==> src/rtl/stack_cmd_master.sv <==
// Initiator for the stack_8x8 command interface: one host request at a time, shadow depth tracking.
// Define STKM_PRECHECK_EN to reject overflowing pushes / underflowing pops locally.
module stack_cmd_master #(
    parameter int unsigned DEPTH = 8,
    parameter int unsigned WIDTH = 8,
    localparam int unsigned DW = $clog2(DEPTH + 1)
) (
    input  logic             clk,
    input  logic             rst,
    input  logic             req_valid,
    output logic             req_ready,
    input  logic [1:0]       req_op,
    input  logic [WIDTH-1:0] req_data,
    output logic             rsp_valid,
    input  logic             rsp_ready,
    output logic [WIDTH-1:0] rsp_data,
    output logic             rsp_err,
    output logic [1:0]       stk_cmd,
    output logic [WIDTH-1:0] stk_data_in,
    input  logic [WIDTH-1:0] stk_data_out,
    input  logic             stk_full,
    input  logic             stk_empty,
    input  logic             stk_error,
    output logic [DW-1:0]    depth,
    output logic             sync_err
);

    localparam logic [1:0] OpNop  = 2'd0;
    localparam logic [1:0] OpClr  = 2'd1;
    localparam logic [1:0] OpPush = 2'd2;
    localparam logic [1:0] OpPop  = 2'd3;

    localparam logic [DW-1:0] FullCnt = DW'(DEPTH);

    typedef enum logic [2:0] {StInit, StIdle, StIssue, StWait, StResp} state_e;

    state_e           state_q, state_d;
    logic [1:0]       op_q, op_d;
    logic [WIDTH-1:0] data_q, data_d;
    logic [DW-1:0]    depth_q, depth_d;
    logic [WIDTH-1:0] rsp_data_q, rsp_data_d;
    logic             rsp_err_q, rsp_err_d;
    logic             sync_err_q, sync_err_d;

    logic at_full, at_empty, reject;

    assign at_full  = (depth_q == FullCnt);
    assign at_empty = (depth_q == '0);

`ifdef STKM_PRECHECK_EN
    assign reject = ((req_op == OpPush) && at_full) || ((req_op == OpPop) && at_empty);
`else
    assign reject = 1'b0;
`endif

    always_comb begin
        state_d     = state_q;
        op_d        = op_q;
        data_d      = data_q;
        depth_d     = depth_q;
        rsp_data_d  = rsp_data_q;
        rsp_err_d   = rsp_err_q;
        sync_err_d  = sync_err_q;
        req_ready   = 1'b0;
        rsp_valid   = 1'b0;
        stk_cmd     = OpNop;
        stk_data_in = '0;

        unique case (state_q)
            StInit: begin
                stk_cmd = OpClr;
                state_d = StIdle;
            end
            StIdle: begin
                req_ready = 1'b1;
                if (req_valid) begin
                    op_d       = req_op;
                    data_d     = req_data;
                    rsp_data_d = '0;
                    rsp_err_d  = 1'b0;
                    if (reject) begin
                        rsp_err_d = 1'b1;
                        state_d   = StResp;
                    end else begin
                        state_d = StIssue;
                    end
                end
            end
            StIssue: begin
                stk_cmd     = op_q;
                stk_data_in = data_q;
                state_d     = StWait;
                // Depth holds on an op the stack will refuse, so it stays within 0..DEPTH.
                case (op_q)
                    OpClr: begin
                        depth_d    = '0;
                        sync_err_d = 1'b0;
                    end
                    OpPush: if (!at_full) depth_d = depth_q + 1'b1;
                    OpPop:  if (!at_empty) depth_d = depth_q - 1'b1;
                    default: ;
                endcase
            end
            StWait: begin
                if ((op_q == OpPop) && !stk_error) rsp_data_d = stk_data_out;
                if ((op_q == OpPush) || (op_q == OpPop)) rsp_err_d = stk_error;
                if ((stk_full != at_full) || (stk_empty != at_empty)) sync_err_d = 1'b1;
                state_d = StResp;
            end
            StResp: begin
                rsp_valid = 1'b1;
                if (rsp_ready) state_d = StIdle;
            end
            default: state_d = StInit;
        endcase

        // Keep the stack idle and the host port closed while reset is held.
        if (rst) begin
            stk_cmd     = OpNop;
            stk_data_in = '0;
            req_ready   = 1'b0;
            rsp_valid   = 1'b0;
        end
    end

    always_ff @(posedge clk) begin
        if (rst) begin
            state_q    <= StInit;
            op_q       <= OpNop;
            data_q     <= '0;
            depth_q    <= '0;
            rsp_data_q <= '0;
            rsp_err_q  <= 1'b0;
            sync_err_q <= 1'b0;
        end else begin
            state_q    <= state_d;
            op_q       <= op_d;
            data_q     <= data_d;
            depth_q    <= depth_d;
            rsp_data_q <= rsp_data_d;
            rsp_err_q  <= rsp_err_d;
            sync_err_q <= sync_err_d;
        end
    end

    assign rsp_data = rsp_data_q;
    assign rsp_err  = rsp_err_q;
    assign depth    = depth_q;
    assign sync_err = sync_err_q;

endmodule

==> config.mk <==
export PLATFORM = sky130hd
export DESIGN_NAME = stack_cmd_master
export DESIGN_NICKNAME = d
export VERILOG_FILES = /design/src/rtl/stack_cmd_master.sv
export SDC_FILE = /design/constraint.sdc
export NUM_CORES = 1
export LEC_CHECK = 0
export BUFFER_PORTS_ARGS = -buffer_cell sky130_fd_sc_hd__buf_2
export CORE_UTILIZATION = 40
export CTS_BUF_LIST = sky130_fd_sc_hd__clkbuf_8
export DETAILED_ROUTE_END_ITERATION = 12
export GPL_TIMING_DRIVEN = 0
export PLACE_DENSITY = 0.68
export SLEW_MARGIN = 20
export SYNTH_ARGS = -nofsm -noshare
export SYNTH_HDL_FRONTEND = slang
export SYNTH_SLANG_ARGS = --single-unit
==> constraint.sdc <==
create_clock -name clk -period 2.65 [get_ports clk]
set_input_delay 0 -clock clk [delete_from_list [all_inputs] [get_ports clk]]
set_output_delay 0 -clock clk [all_outputs]
set_load 0.02 [all_outputs]
# Yosys cells after proc, flatten, opt, wreduce, memory -nomap -nowiden
# Cells that the tools add are included.
# totals
ff_bits	27
input_bits	25
output_inout_bits	26
word_cells	65
# classes
addsub	2
n_eq_ne	18
n_mux	23
n_reduce_logical	15
# op_table
operator	count
two-way mux 8 bit	4
case mux 8 bit (2 select lines)	1
case mux 3 bit (5 select lines)	1
inequality test 2 bit, second input constant	7
case mux 4 bit (3 select lines)	1
AND reduction 3 bit	3
two-way mux 1 bit	8
two-way mux 4 bit	2
equality test 3 x 2 -> 1 bit, second input constant	2
two-way mux 3 bit	2
adder 4 x 1 -> 4 bit, second input constant	1
equality test 2 bit, second input constant	2
equality test 4 bit, second input constant	1
logical NOT 4 bit	1
case mux 1 bit (2 select lines)	2
case mux 2 bit (2 select lines)	1
AND reduction 2 bit	2
AND reduction 4 bit	1
nonzero test 2 bit	2
subtractor 4 x 1 -> 4 bit, second input constant	1
equality test 3 x 1 -> 1 bit, second input constant	1
equality test 3 bit, second input constant	1
logical NOT 3 bit	1
nonzero test 3 bit	1
other kinds (7)	9

# Depth between registers and ports, before layout
# Gate-level depths: netlist of the first run.
# depth
ltp_word	5
depth_mapped	7
depth_no_buf	7

# Worst setup path after synthesis of the first run
# No wires, ideal clock.
# synth_timing
path_kind	reg2reg
start	register depth_q[1] (netlist: depth[1])
end	register depth_q[2] (netlist: depth[2])
setup_time_ns	0.074
arrival_ns	1.795
required_ns	2.576
path_slack_ns	0.781
stages_incl_launch_ff	7
n_path_buf	0
synth_period_minus_slack_ns	1.869
cell_sequence	dfxtp_1 > xnor2_1 > ha_1 > nor4bb_1 > a21oi_1 > or4_1 > a31oi_1
# synth_between
elab_chain_cells	3
elab_cells_between_ends	10
cone_classes	add/sub (2); eq/ne (3); mux (3); reduce/logical (2)
# synth_rtl
element	line	source
start, declared	40	logic [DW-1:0] depth_q, depth_d;
start signal, assigned	139	depth_q <= depth_d;
subtractor 4 x 1 -> 4 bit (tied with other cells)	100	OpPop: if (!at_empty) depth_d = depth_q - 1'b1;
two-way mux 4 bit (tied with other cells)	100	
case mux 4 bit (3 select lines) / AND reduction 4 bit (equally long branches)	-	
# Several ways; a longest one is shown, not always the timed one. The select of a mux whose other input is x is not followed.
# A chain may end at the register's enable or synchronous reset.

# Worst setup path after layout of the first run
# layout_timing
start	register op_q[1]
end	register depth_q[2] (netlist: depth[2])
# layout_between
elab_chain_cells	3
elab_cells_between_ends	8
cone_classes	eq/ne (5); mux (1); reduce/logical (2)
# layout_rtl
element	line	source
start, declared	38	logic [1:0] op_q, op_d;
start signal, assigned	129	op_q <= OpNop;
start signal, assigned	137	op_q <= op_d;
equality test 2 bit / equality test 2 x 1 -> 1 bit (equally long branches)	94	case (op_q)
inequality test 2 bit (no line) / nonzero test 3 bit (equally long branches)	-	
AND reduction 4 bit (no line)	-	
# Several ways; a longest one is shown, not always the timed one.

==> results of run 1 <==
==> metal layers <==
metal / part of all wire / wire length, um / GRT usage / vias to the layer above
met5: 0 / 0 / 0 / -
met4: 0.0075 / 23 / 0.05980 / 0
met3: 0.037 / 113 / 0.04803 / 5
met2: 0.48 / 1473 / 0.3146 / 31
met1: 0.48 / 1476 / 0.2403 / 624
li1: - / - / - / 698
==> cell usage after synthesis (all sizes together) <==
cell type | number | area share
nor4bb | 1 | 0.0075
nand2 | 24 | 0.068
and2 | 17 | 0.080
nand4 | 1 | 0.0047
a2111oi | 1 | 0.0066
or3 | 1 | 0.0057
dfxtp | 27 | 0.41
a311oi | 1 | 0.0066
or3b | 1 | 0.0085
a21oi | 17 | 0.067
mux2 | 1 | 0.0085
nor2 | 13 | 0.037
or4b | 2 | 0.015
nor2b | 1 | 0.0047
a22oi | 1 | 0.0057
a2111o | 1 | 0.0085
and3b | 1 | 0.0075
a41o | 1 | 0.0075
o22ai | 1 | 0.0047
o31ai | 1 | 0.0057
inv | 4 | 0.011
xnor2 | 1 | 0.0066
clkbuf | 5 | 0.014
mux2i | 9 | 0.068
o21ai | 4 | 0.015
nor4 | 1 | 0.0047
or2b | 1 | 0.0057
buf | 3 | 0.015
o221ai | 1 | 0.0066
or4 | 2 | 0.011
ha | 1 | 0.0094
nand4b | 1 | 0.0066
a31oi | 2 | 0.0094
nand2b | 5 | 0.024
nand3 | 4 | 0.015
nor3 | 3 | 0.011
==> critical path, stage by stage (launching register included) <==
cell and delay [ps]:
dfxtp_1 460, nand2_1 160, xnor2_1 160, ha_1 200, nor4bb_1 250, a21oi_1 80
or4_1 520, a31oi_1 170
==> cell usage in the layout (no fill, tap or decap), drive strengths merged, types with 2 or more instances in the layout <==
master / synthesis / final
mux2i: 9 / 9
a31oi: 2 / 2
clkbuf: 5 / 8
or4: 2 / 2
inv: 4 / 5
nand3: 4 / 4
nand2: 24 / 24
dlygate4sd3: 0 / 12
buf: 3 / 53
dfxtp: 27 / 27
or4b: 2 / 2
nand2b: 5 / 5
nor3: 3 / 3
nor2: 13 / 13
and2: 17 / 17
o21ai: 4 / 4
a21oi: 17 / 17
==> sequential cells by signal (all words and copies together) (netlist names) <==
name	cells
data_q	8
state_q	3
rsp_err	1
sync_err	1
rsp_data	8
op_q	2
depth	4
==> cell type report <==
type                            instances  area share
Buffer                                  8     0.02151
Clock buffer                            3     0.02290
Clock inverter                          1    0.004858
Inverter                                4    0.008328
Multi-Input combinational cell        122      0.4067
Sequential cell                        27      0.2998
Tap cell                               44     0.03053
Timing Repair Buffer                   62      0.2054
==> power by group <==
group	switching [W]	total, W	internal (W)
clock network	0.000137	0.000248	0.000111
logic	0.0000655	0.000122	0.0000568
registers	0.00000744	0.000425	0.000418
total	0.000210	0.000795	0.000585
==> metrics by stage <==
step | instances | util | total power (W)
2_1_floorplan | 161 | - | 0.0005038
3_3_place_gp | 255 | 0.5262 | 0.0005425
3_5_place_dp | 255 | 0.5262 | 0.0005439
4_1_cts | 271 | 0.5810 | 0.0008058
5_1_grt | 271 | 0.5810 | 0.0008368
6_report | 271 | 0.5810 | 0.0007953
==> path summary, 6_finish.rpt <==
kind	slack (ps)	endpoint	from
setup / recovery	590	depth[2]	op_q[1]
hold / removal	50	depth[3]	rst
setup reg to reg	590	depth[2]	op_q[1]
hold reg to reg	460	data_q[7]	data_q[7]
==> repair_timing <==
action | 4_1_cts | 5_1_grt
endpoints found under the hold margin | 12 | 0
setup buffers | 0 | 0
hold buffers | 12 | 0
==> cell families (layout without fill, tap and decap cells) <==
group | after synthesis | count (layout) | share of synthesized area
fa+ha+maj | 1 | 1 | 0.009424
mux | 10 | 10 | 0.07635
xor+xnor | 1 | 1 | 0.006599
simple gates | 79 | 79 | 0.3167
compound gates | 31 | 31 | 0.1433
flops | 27 | 27 | 0.4072
buf+inv | 12 | 78 | 0.04052
==> metrics.txt, run 1 <==
status=completed; DP Area=1633 um2; syn nets=187; Required @ worst endpoint=2860 ps; final worst slack=591.7 ps; I/O Pins=51; Root Driver=clkbuf_8; maximum root-to-sink buffer count=2; post-route design area=1803 um2; Die W=59.61 um; drt drc=0; worst min-delay path class=in2reg; DRT antenna net count=0; die height=59.61 um; CTS Sinks=27; unrepaired setup endpoints after global routing=no; Slew HR=0.5342; static leakage=0.7640 nW; Yosys reg bits=27; final worst path period need=2058 ps; post-DP HPWL=2189 um; vias in the first global route=1206; Core Box Area=3103 um2; die area=3553 um2; TritonCTS clock tree=yes; Starting Density=0.4278; Hold Path Cell Cnt=3; worst slack at placement=636.9 ps; synth-to-layout area growth=35.82%; GRT Resource Usage Total=0.1895; fillers=295; clock-pin slew on the worst setup and hold paths=90 ps; layout cell share with drive strength beyond 1=0.2687; Post-CTS Resized=0; grt total ovfl=0; via/cell ratio=5.011; synthesized cell area=1328 um2; critical path class=reg2reg; first-pass GRT wire length=5099 um; Final Setup Violations=0; worst slew pin tran=696.2 ps; CP arrival=2270 ps; Slew Limit Fails=0; Hold Vio Cnt, Final=0; Multi-input gate area=733.2 um2; final wirelength=3086 um; row count=20; CP Capture Type=flip-flop; FMAX=0.4858 GHz; pwr/cell area=441.1 nW/um2; Synth warnings=0; antenna cells=0; router iterations before antenna repair=4; number of distinct library cells after synthesis=40; Worst Path Max Fanout=7; CTS Buf Count=3; max cap viols=0; register area=540.5 um2; Post-Syn Instances=161; nets=254; largest net degree at the start of global routing=18; Skew-Pair Late Insertion Delay=280 ps; WL/cell=11.39 um; R2R cell count=7; RD Place Congestion=0.8077; peak supply drop=306.3 uV; DR vias=1358; starting DRC count in detailed routing=74; number of port buffers=50; CTS H-tree lvls=1; Min Hold Slack=46.51 ps; Layout Skew=7.119 ps; crit share post-route=0.7767; startpoint types=flip-flop; initial antenna violation count=0; sequential share of the synthesized area=0.4072; Setup TNS=0 ps; Avg Cell Area, Syn=8.245 um2
(Power assumes the default switching activity.)
==> run 2, diff against run 1 <==
--- a/config.mk
+++ b/config.mk
@@ -10,7 +10,7 @@
 export CTS_BUF_LIST = sky130_fd_sc_hd__clkbuf_8
 export DETAILED_ROUTE_END_ITERATION = 12
 export GPL_TIMING_DRIVEN = 0
-export PLACE_DENSITY = 0.68
+export PLACE_DENSITY = 0.71
 export SLEW_MARGIN = 20
 export SYNTH_ARGS = -nofsm -noshare
 export SYNTH_HDL_FRONTEND = slang
==> constraint.sdc (replaced) <==
create_clock -name clk -period 1.75 [get_ports clk]
set_input_delay 0 -clock clk [delete_from_list [all_inputs] [get_ports clk]]
set_output_delay 0 -clock clk [all_outputs]
set_load 0.02 [all_outputs]
==> run 2 against run 1 <==
Against the previous run: the flow now finishes with violations (negative setup slack); critical path depth decreased by 3; routed wire length increased by 14%; register-to-register slack got worse by 590 ps; first-iteration DRC count down 11%; cell count increased by 2.2%; design area grew 7.1%; global-route usage increased by 1.4 points; maximum frequency up 18%; flip-flop and latch count unchanged; clock-buffer cell count did not move; non-clock buffer count is 6 higher; largest cell class unchanged; largest power group unchanged.
==> metrics.txt, run 2 (synthesis gave the netlist of run 1 again) <==
fillers=295 (unchanged); DP Area=1642 um2 (+0.54%); Root Driver=clkbuf_8; router iterations before antenna repair=4 (unchanged); RD Place Congestion=0.7759 (-3.9%); Worst Path Max Fanout=5 (-2); CTS Buf Count=3 (unchanged); FMAX=0.5713 GHz (+18%); R2R cell count=4 (-3); CTS H-tree lvls=1 (unchanged); largest net degree at the start of global routing=15 (-3); slowest stage delay, CP=530 ps (about the same); r2r setup slk=-0.4 ps (-590 ps); drt drc=0 (unchanged); via/cell ratio=5.126 (+2.3%); synth-to-layout area growth=45.52%; Final Setup Violations=1 (+1); Hold Path Cell Cnt=4 (+1); hold path start=stk_data_out[6]; worst slack at placement=-84.84 ps (-721.8 ps); crit share post-route=1.000 (+0.2235); Core Box Area=3103 um2 (unchanged); Pwr Total=0.001202 W (+51%); DR vias=1420 (+4.6%); Starting Density=0.4278 (unchanged); grt total ovfl=0 (unchanged); die height=59.61 um (unchanged); die area=3553 um2 (unchanged); first-pass GRT wire length=5513 um (+8.1%); antenna cells=0 (unchanged); TritonCTS clock tree=yes; Layout Skew=3.158 ps (-3.961 ps); post-DP HPWL=2210 um (+0.95%); peak supply drop=539.5 uV (+76%); initial antenna violation count=0 (unchanged); slowest stage cell on the critical path=or4b_4; RR Endpoint=depth[0]; status=finished with violations; Slew Limit Fails=0 (unchanged); final worst slack=-0.3821 ps (-592.1 ps); worst slew pin tran=601.9 ps (-94.32 ps); static leakage=0.8236 nW (+7.8%); row count=20 (unchanged); Pint=0.0008914 W (+52%); final wirelength=3512 um (+14%); Worst Path Buf+Inv=0 (unchanged); max cap viols=0 (unchanged); Hold Vio Cnt, Final=0 (unchanged); Hold EP=rsp_data[6]; CP arrival=1960 ps (-310 ps); DRT antenna net count=0 (unchanged); Slew HR=0.5884 (+0.05422); number of port buffers=50 (unchanged); layout cell share with drive strength beyond 1=0.3476 (+0.07892); starting DRC count in detailed routing=66 (-11%); maximum root-to-sink buffer count=2 (unchanged); CTS Sinks=27 (unchanged); unrepaired setup endpoints after global routing=yes; vias in the first global route=1293 (+7.2%); critical path class=reg2reg; failing checks=negative setup slack; pwr/cell area=622.0 nW/um2 (+41%); commonest cells after routing, fill and taps aside=buf_2 (51), nand2_1 (23), dfxtp_1 (22); WL/cell=12.68 um (+11%); sw frac=0.2581 (-0.006119); final worst path period need=1750 ps (-307.9 ps); Cell Chain, Critical Path=or3b_4 > a41o_4 > or4b_4 > a21oi_2; Die W=59.61 um (unchanged); post-route design area=1932 um2 (+7.1%); FF-to-FF Start=state_q[2]; nets=260 (+2.4%); Comb pwr share=0.182 (+0.028); worst min-delay path class=in2reg; commonest non-fill, non-tap cell in the layout=buf_2; Clock Power Share=0.285 (-0.027); Reg power frac=0.534 (about the same); I/O Pins=51 (unchanged); Required @ worst endpoint=1960 ps (-900 ps); Skew-Pair Late Insertion Delay=270 ps (about the same); startpoint types=flip-flop; Finished Core Util=0.6226 (+0.04153); clock-pin slew on the worst setup and hold paths=90 ps (about the same); CP top delay family=simple AND/OR/NAND/NOR gates; CP Capture Type=flip-flop; GRT Resource Usage Total=0.2031 (+0.01361); NetSw=0.0003102 W (+48%)
==> run 2: changes by cell type in the layout (fill, tap and decap cells not counted), moves of 2 or more <==
cell	delta
a21oi_1	-3
dfxtp_4	+4
a21oi_4	+2
buf_4	+7
nor2_1	-2
nor2_2	+2
dfxtp_1	-5
==> run 2: worst max path at each step <==
stage / from / end / slack (ps) / cells after the start
CTS: op_q[0] / depth[2] / -20 / 7
global route: state_q[1] / stk_cmd[0] / -90 / 3
global placement: op_q[1] / depth[2] / -70 / 7
floorplan: op_q[0] / depth[2] / 5 / 7
detailed placement: op_q[0] / depth[2] / -80 / 7
finish: state_q[2] / depth[0] / -0.4 / 4
==> run 2: repair_timing <==
action / 4_1_cts / 5_1_grt
gates resized for setup: 12 / 5
endpoints found under the setup margin: 15 / 23
cloned: 0 / 0
hold endpoints to repair: 12 / 0
buffers inserted: 6 / 2
hold buffers: 12 / 0
pin swaps: 3 / 5
==> run 2: final cells by class <==
class,count,area [um2],area share
plain buffers,6,23.77,0.01231
inverters,4,15.01,0.007772
flip-flops and latches,27,556.8,0.2882
well taps,44,55.05,0.02850
clock buffers,3,41.29,0.02137
multi-input cells,122,793.3,0.4106
repair buffers,70,442.9,0.2293
clock inverters,1,3.754,0.001943
==> run 2: metal layers <==
layer,vias to the layer above,GRT usage,wire length [um]
li1,702,-,-
met1,683,0.2456,1506
met2,31,0.3692,1878
met3,4,0.02838,102
met4,0,0.06312,25
met5,-,0,0
==> run 2: per-stage QoR <==
| step | hold slack [ps] | TNS [ps] | cells |
|---|---|---|---|
| 2_1_floorplan | 128.4 | 0 | 161 |
| 3_3_place_gp | 243.2 | -196.4 | 255 |
| 3_5_place_dp | 246.7 | -144.1 | 255 |
| 4_1_cts | 66.83 | -31.03 | 276 |
| 5_1_grt | 90.84 | -220.1 | 277 |
| 6_report | 77.79 | -0.3821 | 277 |
==> run 2: power by group through the flow <==
stage	clock network (W)	registers [W]	logic, W
final	0.000342	0.000641	0.000218
after CTS	0.000355	0.000641	0.000200
after detailed placement	0	0.000659	0.000165
after floorplan	0	0.000659	0.000105
after global routing	0.000380	0.000644	0.000236
after global placement	0	0.000659	0.000163
==> run 2: worst min-delay path, stage by stage <==
cell and delay (ps):
buf_2 70, and2_0 110, mux2i_1 60, nor2_1 70
